[config.mk]
export PLATFORM = sky130hd
export DESIGN_NAME = seq_det_stream_ctrl
export DESIGN_NICKNAME = d
export VERILOG_FILES = /design/src/rtl/seq_det_pkg.sv /design/src/rtl/pattern_1011_fsm.sv /design/src/rtl/seq_det_stream_ctrl.sv
export SDC_FILE = /design/constraint.sdc
export NUM_CORES = 1
export LEC_CHECK = 0
export ABC_CLOCK_PERIOD_IN_PS = 2150
export BUFFER_PORTS_ARGS = -buffer_cell sky130_fd_sc_hd__buf_2
export CELL_PAD_IN_SITES_DETAIL_PLACEMENT = 1
export CELL_PAD_IN_SITES_GLOBAL_PLACEMENT = 2
export CORE_UTILIZATION = 32
export DETAILED_ROUTE_END_ITERATION = 16
export PLACE_DENSITY = 0.8
export SYNTH_ARGS = -nofsm -noshare
export SYNTH_HDL_FRONTEND = slang
export SYNTH_SLANG_ARGS = --single-unit
[constraint.sdc]
create_clock -name clk -period 2.15 [get_ports clk]
set_clock_uncertainty 0.05 [all_clocks]
set_input_delay 0.215 -clock clk [delete_from_list [all_inputs] [get_ports clk]]
set_output_delay 0.215 -clock clk [all_outputs]
set_load 0.005 [all_outputs]
[src/rtl/seq_det_pkg.sv]
// Shared types and constants for the stream controller and its serial 1011 detector.
package seq_det_pkg;
  typedef enum logic {IDLE = 1'b0, SHIFT = 1'b1} ctrl_state_e;
  typedef enum logic [1:0] {S0 = 2'b00, S1 = 2'b01, S2 = 2'b10, S3 = 2'b11} det_state_e;
  localparam logic [3:0] PATTERN = 4'b1011;
endpackage

[src/rtl/pattern_1011_fsm.sv]
// Mealy detector for the serial pattern 1011 (overlap allowed); advances only when en=1.
module pattern_1011_fsm
  import seq_det_pkg::*;
(
  input  logic clk,
  input  logic reset,
  input  logic en,
  input  logic sync_clr,
  input  logic x,
  output logic hit
);
  det_state_e state_q, state_d;

  always_comb begin
    state_d = state_q;
    hit     = 1'b0;
    if (en) begin
      case (state_q)
        S0: state_d = (x == PATTERN[3]) ? S1 : S0;
        S1: state_d = (x == PATTERN[2]) ? S2 : S1;
        S2: state_d = (x == PATTERN[1]) ? S3 : S0;
        S3: begin
          // A completing 1 can also open the next occurrence.
          state_d = (x == PATTERN[0]) ? S1 : S2;
          hit     = (x == PATTERN[0]);
        end
        default: state_d = S0;
      endcase
    end
  end

  // sync_clr acts after this cycle's bit has been evaluated.
  always_ff @(posedge clk or posedge reset) begin
    if (reset)         state_q <= S0;
    else if (sync_clr) state_q <= S0;
    else               state_q <= state_d;
  end
endmodule

[src/rtl/seq_det_stream_ctrl.sv]
// Word-to-bit stream controller feeding the 1011 detector, with a saturating
// match counter and a sticky threshold interrupt.
module seq_det_stream_ctrl
  import seq_det_pkg::*;
#(
  parameter int WORD_W = 8,
  parameter int CNT_W  = 8
) (
  input  logic              clk,
  input  logic              reset,
  input  logic              in_valid,
  input  logic [WORD_W-1:0] in_data,
  input  logic              in_last,
  output logic              in_ready,
  input  logic [CNT_W-1:0]  cfg_thresh,
  input  logic              clr,
  output logic              bit_valid,
  output logic              bit_out,
  output logic              match,
  output logic [CNT_W-1:0]  match_count,
  output logic              irq,
  output logic              busy
);
  localparam int IDX_W = (WORD_W > 1) ? $clog2(WORD_W) : 1;
  localparam logic [IDX_W-1:0] IDX_TOP = IDX_W'(WORD_W - 1);
  localparam logic [CNT_W-1:0] CNT_MAX = {CNT_W{1'b1}};

  ctrl_state_e       state_q;
  logic [WORD_W-1:0] sh_q;
  logic [IDX_W-1:0]  idx_q;
  logic              last_q;
  logic              match_q, irq_q;
  logic [CNT_W-1:0]  cnt_q, cnt_d;
  logic              hit, last_bit, accept;

  assign last_bit  = (state_q == SHIFT) && (idx_q == '0);
  assign in_ready  = (state_q == IDLE) || last_bit;
  assign accept    = in_valid && in_ready;
  assign bit_valid = (state_q == SHIFT);
  assign bit_out   = bit_valid && sh_q[WORD_W-1];
  assign busy      = (state_q != IDLE);

  always_ff @(posedge clk or posedge reset) begin
    if (reset) begin
      state_q <= IDLE;
      sh_q    <= '0;
      idx_q   <= '0;
      last_q  <= 1'b0;
    end else if (accept) begin
      // Covers both the IDLE load and the bubble-free reload on the last bit.
      state_q <= SHIFT;
      sh_q    <= in_data;
      idx_q   <= IDX_TOP;
      last_q  <= in_last;
    end else if (state_q == SHIFT) begin
      sh_q  <= {sh_q[WORD_W-2:0], 1'b0};
      idx_q <= idx_q - IDX_W'(1);
      if (last_bit) state_q <= IDLE;
    end
  end

  pattern_1011_fsm u_det (
    .clk      (clk),
    .reset    (reset),
    .en       (bit_valid),
    .sync_clr (last_bit && last_q),
    .x        (bit_out),
    .hit      (hit)
  );

  assign cnt_d = (cnt_q == CNT_MAX) ? cnt_q : cnt_q + CNT_W'(1);

  always_ff @(posedge clk or posedge reset) begin
    if (reset) begin
      match_q <= 1'b0;
      cnt_q   <= '0;
      irq_q   <= 1'b0;
    end else begin
      match_q <= hit;
      if (clr) begin
        cnt_q <= '0;
        irq_q <= 1'b0;
      end else if (hit) begin
        cnt_q <= cnt_d;
        // Only the crossing sets irq; lowering the threshold later does not.
        if (cnt_d == cfg_thresh && cfg_thresh != '0) irq_q <= 1'b1;
      end
    end
  end

  assign match       = match_q;
  assign match_count = cnt_q;
  assign irq         = irq_q;
endmodule

==> results of run 1 <==
-- Yosys cell counts, types with 5 or more instances --
cell type / number
nand2_1: 12
nor2_1: 16
mux2i_1: 9
dfrtp_1: 25
o21ai_0: 7
xnor2_1: 6
inv_1: 8
nand3_1: 8
xor2_1: 5
a21oi_1: 15
clkbuf_1: 7
nand4_1: 5
buf_4: 6
-- report_power, final --
part,switching [mW],internal [mW]
combinational,0.290,0.254
sequential,0.0853,0.601
clock,0.148,0.132
-- worst max-delay path: cells and delay by family (launching register included) --
kind / cells / cell delay, ns
compound gates: 3 / 0.84
flops: 1 / 0.52
simple gates: 2 / 0.43
-- path summary, 6_finish.rpt --
kind	from	to	slack (ns)	cells after the start
min in group asynchronous	reset	bit_valid	0.49	4
min reg2reg	u_det.state_q[1]	u_det.state_q[1]	0.47	1
max in group asynchronous	reset	idx_q[0]	1.30	4
min	in_valid	sh_q[0]	0.10	2
max	match_count[4]	irq	0.22	5
max reg2reg	match_count[4]	irq	0.22	5
-- cells by family after synthesis --
family / after synthesis / share of synthesized area
and+or+nand+nor: 61 / 0.2041
DFF: 25 / 0.4049
buffers and inverters: 23 / 0.07530
muxes: 10 / 0.06559
adders and majority gates: 3 / 0.02429
AOI/OAI and AO/OA: 39 / 0.1636
xor gates and xnor gates: 11 / 0.06235
-- stage by stage --
stage	worst slack [ns]	area (um^2)	total power, mW
finish	0.2183	1858	1.511
global route	0.06633	1858	1.642
CTS	0.2322	1858	1.534
detailed placement	0.2278	1803	1.252
global placement	0.3180	1803	1.202
floorplan	0.2604	1545	1.074
-- state kept, by name, indices dropped and copies added (netlist names) --
register and flops:
sh_q 8, u_det.state_q 2, bit_valid 1, last_q 1
idx_q 3, match_count 8, irq 1, match 1
-- metal layers --
metal,routed length (um),share of wire,up-vias,global-route usage
met5,0,0,-,0
met4,13,0.0031,0,0.01961
met3,93,0.022,2,0.03376
met2,2014,0.48,18,0.2921
met1,2087,0.50,700,0.2491
li1,-,-,698,-
-- area by class of cell --
class	instances	area [um^2]	share of cell area
multi-input combinational	124	803.3	0.4323
sequential	25	625.6	0.3367
timing repair buffer	49	285.3	0.1535
tap	52	65.06	0.03502
clock buffer	4	45.04	0.02424
inverter	9	33.78	0.01818
-- timing repair --
item                       in CTS  in global routing
hold buffers                    1                  0
hold endpoints to repair       25                  0
setup endpoints to repair       0                  0
==> metrics.cfg, run 1 <==
[detailed_routing]
wire_per_inst_um=16.00
viasPerCell=5.392
drc=0
drt_first_iter_violations=69
num_vias=1418
wl_mm=4.208
ant_nets=0
first_pass_iters=2

[global_routing]
grt_pass1_wl_mm=7.113
grt_use_total=0.1765
grt_pass1_vias=1451
grt_overflow=0
antenna_found_initial=0
grt_max_degree=26

[finish]
stdcell_count=263
final_cell_mix=buf_2 (34), dfrtp_1 (25), nor2_1 (16), a21oi_1 (15), buf_4 (14)
drive_gt1_frac=0.2607
area_growth_pct=20.24
fillers=546
antenna_cells=0
final_core_util=0.4125
final_common_cell=buf_2
finalNetCount=236

[power]
peakVddDrop_uv=608.4
p_leak_nw=0.9317
power-per-cell-area_mw_per_mm2=813.4

[cts]
cts_tree=yes
numCtsBuffers=3
clock_path_buffers=2
cts-root-buf=clkbuf_8
cts_sinks=25
clk_pin_slew_worst_paths_ns=0.09
cts_resized=0
clk_latency_ns=0.27
postCtsSetupBuffers=0
cts_max_level=1

[worst_setup_path]
crit_type=register to register
end_kind=register
worst_setup_path_start_kind=register
critPathArrivalTime_ns=2.06
slowest_stage=dfrtp_1
crit_required_ns=2.28
cp_max_fo=10
max_stage_delay_ns=0.52
path_cells=and3_1, nand3_1, a2111oi_0, o2111ai_1, o32ai_1

[sta]
drv_slew=0
worstMarginPinSlew_ns=0.4305
finalHoldViolations=0
setup_viol=0
period_share=0.8985
clock.fmax_mhz=517.7
min_period_ns=1.932
max-slew-margin-rel=0.7100
setup_tns_ns=0
holdWs_ns=0.1029
rsz0062_at_grt=false

[placed_design]
gp_congestion=0.8224
dp_cells=258
dp_hpwl_mm=3.248
port-buffer-count=34

[min_path]
hold_class=input pin to register

[die]
initial_core_util=0.3431
die_x_um=71.49
ios=35
fp.dieArea_mm2=0.005111
die_height_um=71.49
core_mm2=0.004504
rows=24

[yosys]
synthTopCellsByArea=dfrtp_1 (40%), mux2i_1 (5.8%), a21oi_1 (4.9%)
synth_fp_nets=196
synth.yosys.seq_area_share=0.4049
synth.distinct_cells=40
synth_top_area_share=0.4049
yosysWarnings=0
avgSynthCellArea_um2=8.984
synth_edf_count=0
syn_area_mm2=0.001545
ys_async_sr_fraction=1.000
synth_area_leader_cell=dfrtp_1
ys_seq_elements=25
synthCells=172
dominantRegCellSynth=dfrtp_1

[run]
timing.max_cap.violations=0

[status]
status=finished, final reports clean

(Power assumes the default switching activity.)
==> run 2: changes to the inputs <==
- CORE_MARGIN: default -> 10
- CTS_BUF_LIST: default -> sky130_fd_sc_hd__clkbuf_8 sky130_fd_sc_hd__clkbuf_16
==> metrics.cfg, run 2 (same netlist as run 1, synthesis figures left out) <==
[worst_setup_path]
cp-startpoint=match_count[1]
worst_setup_path_start_kind=register
reg2reg_from=match_count[1]
cp_max_fo=8
crit_required_ns=2.29
end_kind=register
critPathArrivalTime_ns=2.12
crit_type=register to register

[finish]
final_cell_mix=buf_2 (34), dfrtp_1 (25), nor2_1 (16), a21oi_1 (15), nand2_1 (12)
drive_gt1_frac=0.2548
finalNetCount=233
register_area_um2=625.6
fillers=558
multi_input_comb_area_um2=803.3
antenna_cells=0
final_common_cell=buf_2
area_growth_pct=19.19

[detailed_routing]
wire_per_inst_um=16.78
viasPerCell=5.305
routed.top_layer=met4
wl_mm=4.396
wl_met3_um=184
drc=0
num_vias=1390
first_pass_iters=4
drt_first_iter_violations=66
wl_met1_mm=1.838
ant_nets=0
met2_length_mm=2.327

[sta]
drv_slew=0
setup_tns_ns=0
rsz0062_at_grt=false
setup_viol=0
finalHoldViolations=0
clock.fmax_mhz=503.3
min_period_ns=1.987
worstMarginPinSlew_ns=0.4650
max-slew-margin-rel=0.6879
period_share=0.9242
holdWs_ns=0.09561

[cts]
numCtsBuffers=3
clock_path_buffers=2
cts-root-buf=clkbuf_8
cts_resized=0
cts_sinks=25
clk_latency_ns=0.28
cts_max_level=1
clk_pin_slew_worst_paths_ns=0.10
cts_tree=yes
postCtsSetupBuffers=0

[die]
rows=25
fp.dieArea_mm2=0.008008
core_mm2=0.004692
ios=35
die_x_um=89.49
die_height_um=89.49
initial_core_util=0.3293

[placed_design]
dp_hpwl_mm=3.495
gp_congestion=0.8463
port-buffer-count=34

[global_routing]
antenna_found_initial=0
grt_max_degree=26
grt_pass1_vias=1517
grt_overflow=0
grt_use_total=0.1152
grt_pass1_wl_mm=7.265

[min_path]
hp-start=in_valid
hold_class=input pin to register

[run]
timing.max_cap.violations=0

[power]
peakVddDrop_uv=513.9
p_leak_nw=0.9156
power-per-cell-area_mw_per_mm2=827.5

[status]
status=finished, final reports clean

## run 2: changes by cell type in the layout (fill, tap and decap cells not counted), sizes merged
cell	change
buf	-3
clkbuf	-1
clkinvlp	+1
## run 2: worst paths after layout
kind	endpoint	slack [ns]	cells after the start
worst max-delay path	irq	0.16	6
min in group asynchronous	idx_q[2]	0.48	4
max in group asynchronous	u_det.state_q[0]	1.31	4
worst max register to register	irq	0.16	6
worst min register to register	last_q	0.48	1
worst min-delay path	sh_q[0]	0.1	2
## run 2: what timing repair did
| action | 4_1_cts | 5_1_grt |
|---|---|---|
| hold buffers | 1 | 0 |
| endpoints found under the hold margin | 25 | 0 |
| endpoints found under the setup margin | 0 | 0 |
## run 2: layout make-up
cell class	instances	share of cell area
clock buffer	3	0.02242
clock inverter	1	0.004076
inverter	9	0.01834
multi-input combinational	124	0.4361
sequential	25	0.3397
tap	54	0.03668
timing repair buffer	46	0.1427
## run 2: where the power goes
group	switching, mW	leakage, nW	internal, mW
clock	0.162	0.0217	0.132
sequential	0.0832	0.323	0.601
combinational	0.295	0.571	0.251
## run 2: layer usage
| metal | global-route usage | vias to the layer above |
|---|---|---|
| li1 | - | 681 |
| met1 | 0.1261 | 681 |
| met2 | 0.2172 | 22 |
| met3 | 0.02917 | 6 |
| met4 | 0.02312 | 0 |
| met5 | 0 | - |
## run 2: through the flow
step	util	cell area (um^2)	cells	worst slack [ns]	total power, mW
after floorplan	-	1545	172	0.2604	1.074
after global placement	0.3800	1783	257	0.2392	1.208
after detailed placement	0.3800	1783	257	0.1593	1.253
after CTS	0.3925	1842	262	0.1565	1.556
after global routing	0.3925	1842	262	0.03030	1.653
final	0.3925	1842	262	0.1630	1.524
## run 2: critical path, stage by stage (launching register included)
cell and delay, ns:
dfrtp_1 0.37, ha_1 0.17, and4_1 0.39, nand2_2 0.12, a2111oi_2 0.35, o2111ai_1 0.18, o32ai_1 0.27
==> run 3: changes to the inputs <==
- CORE_UTILIZATION: 32 -> 33
- CTS_BUF_LIST: sky130_fd_sc_hd__clkbuf_8 sky130_fd_sc_hd__clkbuf_16 -> sky130_fd_sc_hd__clkbuf_8
- PLACE_DENSITY: 0.8 -> 0.82
==> metrics.cfg, run 3 (same netlist as run 1, synthesis figures left out) <==
[placed_design]
port-buffer-count=34
dp_cells=256
dp_hpwl_mm=3.384
gp_congestion=0.8270

[cts]
cts_max_level=1
ctsHoldBuffers=1
numCtsBuffers=3
clk_latency_ns=0.27
clock_path_buffers=2
postCtsSetupBuffers=0
cts-root-buf=clkbuf_8
cts_sinks=25
cts_resized=0
cts_tree=yes
clk_pin_slew_worst_paths_ns=0.09

[sta]
clock.fmax_mhz=505.4
setup_tns_ns=0
holdWs_ns=0.1144
worstMarginPinSlew_ns=0.4379
drv_slew=0
setup_viol=0
finalHoldViolations=0
rsz0062_at_grt=false
max-slew-margin-rel=0.7050
min_period_ns=1.979
period_share=0.9203

[detailed_routing]
wl_met1_mm=1.947
met2_length_mm=2.122
routed.top_layer=met4
drc=0
viasPerCell=5.391
ant_nets=0
wl_mm=4.341
wl_met3_um=238
drt_first_iter_violations=98
first_pass_iters=4
num_vias=1407
wire_per_inst_um=16.63

[finish]
final_cell_mix=buf_2 (34), dfrtp_1 (25), nor2_1 (16), a21oi_1 (15)
multi_input_comb_area_um2=803.3
area_growth_pct=19.35
register_area_um2=625.6
antenna_cells=0
fillers=564
finalNetCount=234
stdcell_count=261
drive_gt1_frac=0.2584
final_common_cell=buf_2

[die]
die_height_um=88.43
initial_core_util=0.3477
ios=35
fp.dieArea_mm2=0.007820
core_mm2=0.004444
die_x_um=88.43
rows=24

[global_routing]
grt_use_total=0.1141
grt_overflow=0
grt_max_degree=26
grt_pass1_wl_mm=7.272
grt_pass1_vias=1554
antenna_found_initial=0

[worst_setup_path]
cp_max_fo=10
critPathArrivalTime_ns=2.10
crit_required_ns=2.27
crit_type=register to register
worst_setup_path_start_kind=register
end_kind=register

[run]
timing.max_cap.violations=0

[status]
status=finished, final reports clean

[power]
power-per-cell-area_mw_per_mm2=823.8
peakVddDrop_uv=384.1
power_mw=1.519
p_leak_nw=0.9235

[min_path]
hold_class=input pin to register

==> run 3: where the power goes <==
group | switching, mW | internal, mW | total (mW)
clock network | 0.149 | 0.130 | 0.278
logic | 0.300 | 0.256 | 0.556
registers | 0.0840 | 0.602 | 0.686
==> run 3: layout make-up <==
cell class                      count  share of cell area
Tap cell                           52             0.03528
Clock inverter                      1            0.002714
Timing Repair Buffer               47              0.1465
Inverter                            9             0.01832
Multi-Input combinational cell    124              0.4355
Clock buffer                        3             0.02239
Sequential cell                    25              0.3392
==> run 3: metal layers <==
metal  GRT usage  up-vias
li1            -      686
met4     0.02643        0
met5           0        -
met1      0.1349      694
met2      0.1956       23
met3     0.03768        4
==> run 3: critical path: stages (launching register included) <==
cell	delay [ns]
dfrtp_1	0.50
and3_1	0.25
nand3_1	0.17
a2111oi_0	0.41
o2111ai_1	0.19
o32ai_1	0.30
==> run 3: final timing paths <==
kind,from,end,slack [ns],cells after the start
max reg2reg,match_count[4],irq,0.17,5
min in group asynchronous,reset,irq,0.48,4
min,in_valid,sh_q[0],0.11,2
max,match_count[4],irq,0.17,5
max in group asynchronous,reset,sh_q[5],1.32,4
min reg2reg,u_det.state_q[1],u_det.state_q[1],0.48,1
==> run 3: per-stage QoR <==
step                      utilization  cell area (um^2)  worst slack (ns)
after global routing           0.4150              1844           0.08116
after floorplan                     -              1545            0.2604
after CTS                      0.4150              1844            0.1862
final                          0.4150              1844            0.1713
after detailed placement       0.4023              1788            0.2349
after global placement         0.4023              1788            0.3165
